==> src/rtl/wb_arbiter.sv <==
// Writeback arbiter: picks one ALU/LSU result per cycle, registers it onto the
// register-file write port, and tracks per-register pending writes for decode.
module wb_arbiter #(
    parameter int unsigned ADDR_WIDTH = 5,
    parameter int unsigned DATA_WIDTH = 32,
    parameter int unsigned STARVE_MAX = 3
) (
    input  logic                  clk,
    input  logic                  rst_n,
    input  logic                  iss_valid,
    input  logic [ADDR_WIDTH-1:0] iss_rd,
    input  logic [ADDR_WIDTH-1:0] q_rs1,
    input  logic [ADDR_WIDTH-1:0] q_rs2,
    output logic                  busy1,
    output logic                  busy2,
    input  logic                  alu_valid,
    output logic                  alu_ready,
    input  logic [ADDR_WIDTH-1:0] alu_rd,
    input  logic [DATA_WIDTH-1:0] alu_data,
    input  logic                  lsu_valid,
    output logic                  lsu_ready,
    input  logic [ADDR_WIDTH-1:0] lsu_rd,
    input  logic [DATA_WIDTH-1:0] lsu_data,
    output logic                  rf_wen,
    output logic [ADDR_WIDTH-1:0] rf_rd,
    output logic [DATA_WIDTH-1:0] rf_data
);

    localparam int unsigned NREG = 1 << ADDR_WIDTH;
    localparam int unsigned CW   = $clog2(STARVE_MAX + 1);

    typedef enum logic {
        LSU_PRI = 1'b0,
        ALU_PRI = 1'b1
    } grant_t;

    grant_t                state_q, state_d;
    logic [CW-1:0]         cnt_q, cnt_d, cnt_inc;
    logic [NREG-1:0]       pending_q, pending_d;
    logic                  wen_q, wen_d;
    logic [ADDR_WIDTH-1:0] rd_q, rd_d;
    logic [DATA_WIDTH-1:0] data_q, data_d;

    logic                  alu_acc, lsu_acc, acc;
    logic                  conflict;
    logic [ADDR_WIDTH-1:0] acc_rd;
    logic [DATA_WIDTH-1:0] acc_data;

    assign cnt_inc = cnt_q + CW'(1);

    always_comb begin
        state_d  = state_q;
        cnt_d    = '0;
        alu_acc  = 1'b0;
        lsu_acc  = 1'b0;
        conflict = alu_valid && lsu_valid;

        if (conflict) begin
            if (state_q == ALU_PRI) begin
                alu_acc = 1'b1;
            end else begin
                lsu_acc = 1'b1;
                cnt_d   = cnt_inc;
                if (cnt_inc >= CW'(STARVE_MAX)) begin
                    state_d = ALU_PRI;
                end
            end
        end else begin
            alu_acc = alu_valid;
            lsu_acc = lsu_valid;
        end

        // Priority flips back to the LSU only once the ALU has actually been served.
        if (alu_acc && state_q == ALU_PRI) begin
            state_d = LSU_PRI;
        end
    end

    assign acc       = alu_acc || lsu_acc;
    assign acc_rd    = alu_acc ? alu_rd : lsu_rd;
    assign acc_data  = alu_acc ? alu_data : lsu_data;
    assign alu_ready = alu_acc && rst_n;
    assign lsu_ready = lsu_acc && rst_n;

    always_comb begin
        wen_d  = 1'b0;
        rd_d   = rd_q;
        data_d = data_q;
        if (acc) begin
            wen_d  = (acc_rd != '0);
            rd_d   = acc_rd;
            data_d = acc_data;
        end
    end

    // Issue is applied after retire so a new producer supersedes the retiring one.
    always_comb begin
        pending_d = pending_q;
        if (acc && acc_rd != '0) begin
            pending_d[acc_rd] = 1'b0;
        end
        if (iss_valid && iss_rd != '0) begin
            pending_d[iss_rd] = 1'b1;
        end
        pending_d[0] = 1'b0;
    end

    always_ff @(posedge clk or negedge rst_n) begin
        if (!rst_n) begin
            state_q   <= LSU_PRI;
            cnt_q     <= '0;
            pending_q <= '0;
            wen_q     <= 1'b0;
            rd_q      <= '0;
            data_q    <= '0;
        end else begin
            state_q   <= state_d;
            cnt_q     <= cnt_d;
            pending_q <= pending_d;
            wen_q     <= wen_d;
            rd_q      <= rd_d;
            data_q    <= data_d;
        end
    end

    assign busy1   = pending_q[q_rs1];
    assign busy2   = pending_q[q_rs2];
    assign rf_wen  = wen_q;
    assign rf_rd   = rd_q;
    assign rf_data = data_q;

endmodule
==> config.mk <==
export PLATFORM = sky130hd
export DESIGN_NAME = wb_arbiter
export DESIGN_NICKNAME = d
export VERILOG_FILES = /design/src/rtl/wb_arbiter.sv
export SDC_FILE = /design/constraint.sdc
export NUM_CORES = 1
export LEC_CHECK = 0
export ABC_CLOCK_PERIOD_IN_PS = 3000
export CORE_UTILIZATION = 36
export DETAILED_ROUTE_END_ITERATION = 8
export DONT_BUFFER_PORTS = 1
export PLACE_DENSITY = 0.47
export SLEW_MARGIN = 20
export SYNTH_ARGS = -nofsm -noshare
export SYNTH_HDL_FRONTEND = slang
export SYNTH_SLANG_ARGS = --single-unit
==> constraint.sdc <==
create_clock -name clk -period 3 [get_ports clk]
set_input_delay 0.75 -clock clk [delete_from_list [all_inputs] [get_ports clk]]
set_output_delay 0.75 -clock clk [all_outputs]
set_load 0.02 [all_outputs]
==> summary.txt <==
Setup path
  • Crit. End Element: output pin
  • Crit start category: primary input
  • Critical path peak fanout: 7
  • WP data required: 2250 ps
  • Path type of the worst setup path: in2out
  • Worst Path Arrival: 2000 ps

Clocking
  • Clock Tree Root: clkbuf_16
  • Clock sink count: 72
  • Clk buf depth: 2
  • Postcts setup bufs: 0
  • Worst-skew pair later-pin latency: 330 ps
  • H-tree depth: 3
  • Inserted Clock Buffers: 9
  • Reg clk slew, reported paths: 60 ps
  • Hold buffer count at cts: 0
  • CTS-repair resized insts: 0
  • CTS tree: built

Synthesis
  • Post-Syn Area: 4350 sq um
  • Count leader, synth: nor2_1
  • Synth top area share: 0.415
  • Post-Synth XOR/XNOR Area: 0
  • Ys async rst share: 1.00
  • Cell variety after synth: 45
  • Gate Count Post-Synth: 465
  • Synth Flop Type: dfrtp_1
  • EDFF count, synth: 0
  • Mean Syn Cell Area: 9.34 sq um
  • Synth Warn #: 0
  • Synth area leaders: dfrtp_1 41%, mux2_2 8.0%, nor2_1 6.9%
  • Seq/Total Area, Yosys: 0.415
  • Syn nets: 560
  • Synthesized-area fraction occupied by adder cells: 0.00288
  • Simple-gate share of the synthesized area: 0.177
  • Synth area leader: dfrtp_1
  • Main combinational cell family by area after synthesis: compound AO/OA/AOI/OAI gates
  • Commonest cells post-synth: 80 x nor2_1, 72 x dfrtp_1, 52 x o21ai_0
  • Compound-cell area share of the yosys netlist: 0.193
  • FF+latch count, synth: 72
  • Mux contribution to synthesized area: 0.165

Place
  • RD Place Congestion: 0.811
  • Port bufs: 0
  • DP HPWL: 8530 um

Outcome
  • Violated checks: design-rule violations
  • Run status: finished with violations

Die
  • Floorplan Core Area: 11600 sq um
  • Top Ports: 136
  • Initial Util: 0.374
  • Die width: 112 um
  • Cell Rows: 39
  • Die height: 112 um
  • Die area: 12500 sq um

Routing
  • Wirelength per Cell: 20.2 um
  • Initial drt markers: 152
  • # DRC: 3
  • Vias/cell: 5.90
  • Detailed-route wire length: 12000 um
  • Pre-antenna DRT Iters: 7
  • Vias: 3504
  • Antenna viol nets, final: 0

STA
  • RSZ-0062 raised after global routing: false
  • Final setup TNS: 0 ps
  • Max Slew Vio Count: 0
  • Max Freq: 0.363 GHz
  • Rel. slew slack: 0.665
  • Final clock skew: 7.21 ps
  • Tmin final: 2750 ps
  • Fin crit share: 0.917
  • Final Hold Vio Count: 0
  • Final Setup Violations: 0
  • Worst Max-Slew Pin Slew: 497 ps

GRT
  • First-pass GRT wire length: 19300 um
  • GRT Total Usage: 0.197
  • Initial antenna violation count: 0
  • Gr ovfl total: 0
  • Pin count of the biggest net entering global routing: 75
  • Number of global-route vias before repair: 3557

Flow run
  • Max-Cap Viols: 0

Cells and area
  • Share of cells above drive strength 1: 0.122
  • Area delta synth->final: 7.26%
  • Antenna cells: 0
  • Util after Layout: 0.401
  • Nets: 541

Hold path
  • Worst Hold Class: in2async

Pwr
  • Static Leak: 1.83 nW
  • Pwr dens: 618 nW/um^2
  • Peak VDD IR: 0.271 mV
==> sequential cells by signal, summed over array words and instances (netlist names) <==
register and cells:
rf_data 32, pending_q 31, rf_rd 5, cnt_q 2, rf_wen 1, state_q 1
==> area by class of cell <==
class	count	area [sq um]
Fill cell	1159	6950
Multi-Input combinational cell	355	2340
Sequential cell	72	1800
Clock buffer	14	264
Tap cell	143	179
Clock inverter	2	37.5
Timing Repair Buffer	3	22.5
Inverter	5	18.8
==> placed cells by master, fill, tap and decap left out, types with 2 or more instances in the layout <==
master | synthesis | layout
nor2_1 | 80 | 80
mux2i_1 | 21 | 21
clkbuf_1 | 13 | 3
nand2_1 | 13 | 13
and3_1 | 2 | 2
o2bb2ai_1 | 2 | 2
mux2_2 | 31 | 31
nor2b_1 | 8 | 8
a21oi_1 | 18 | 18
dfrtp_1 | 72 | 72
o31ai_1 | 12 | 12
a2111oi_0 | 2 | 2
nor3_1 | 6 | 6
a22oi_1 | 4 | 4
nor4b_1 | 4 | 4
nand3b_1 | 5 | 5
nor3b_1 | 2 | 2
mux4_1 | 6 | 6
a31oi_1 | 8 | 8
nand4b_1 | 3 | 3
nand2b_1 | 9 | 9
inv_1 | 5 | 5
o21ai_1 | 3 | 3
o21ai_0 | 52 | 52
clkbuf_8 | 0 | 2
clkbuf_16 | 0 | 9
or3_1 | 4 | 4
buf_4 | 2 | 3
o22ai_1 | 33 | 33
nand3_1 | 13 | 13
nand4_1 | 2 | 2
==> critical path, cell delays in order <==
cell and delay [ps]:
mux4_1 510, mux2i_1 180, nor3b_1 70, or3_1 480
==> where the power goes <==
part	total, W	switching (W)	internal [W]
clock	0.00108	0.000388	0.000690
combinational	0.000449	0.000212	0.000237
sequential	0.00135	0.000214	0.00114
total	0.00288	0.000814	0.00206
==> logic make-up (layout without fill, tap and decap cells) <==
kind of cell             after synthesis  after routing
AO/OA/AOI/OAI                        139            139
adder cells (fa/ha/maj)                1              1
buffers and inverters                 38             24
flip-flops                            72             72
multiplexers                          58             58
AND/OR/NAND/NOR                      157            157
==> per-stage QoR <==
step / worst slack [ps] / cell area (sq um) / hold WS [ps] / instances / power (W)
5_1_grt: 207 / 4660 / 93.6 / 594 / 0.00304
3_5_place_dp: 218 / 4360 / 424 / 578 / 0.00182
2_1_floorplan: 227 / 4350 / 402 / 465 / 0.00172
4_1_cts: 218 / 4660 / 99.2 / 594 / 0.00292
6_report: 249 / 4660 / 114 / 594 / 0.00288
3_3_place_gp: 214 / 4360 / 414 / 578 / 0.00181
==> routing by layer <==
| layer | vias to the layer above | wire length (um) | GRT usage |
|---|---|---|---|
| li1 | 1675 | - | - |
| met1 | 1712 | 5180 | 0.257 |
| met2 | 110 | 5830 | 0.317 |
| met3 | 7 | 900 | 0.0539 |
| met4 | 0 | 81 | 0.0613 |
| met5 | - | 0 | 0 |
==> worst paths after layout <==
| kind | startpoint | end | slack (ps) | cells after the start |
|---|---|---|---|---|
| worst max-delay path | q_rs1[0] | busy1 | 250 | 4 |
| max in group asynchronous | rst_n | pending_q[29]$_DFF_PN0_ | 2770 | 0 |
| worst min register to register | cnt_q[0]$_DFF_PN0_ | cnt_q[0]$_DFF_PN0_ | 420 | 1 |
| min in group clk | cnt_q[0]$_DFF_PN0_ | cnt_q[0]$_DFF_PN0_ | 420 | 1 |
| worst min-delay path | rst_n | rf_data[7]$_DFFE_PN0P_ | 110 | 0 |
| worst max register to register | state_q$_DFFE_PN0P_ | pending_q[4]$_DFF_PN0_ | 1030 | 5 |
(Power assumes the default switching activity.)
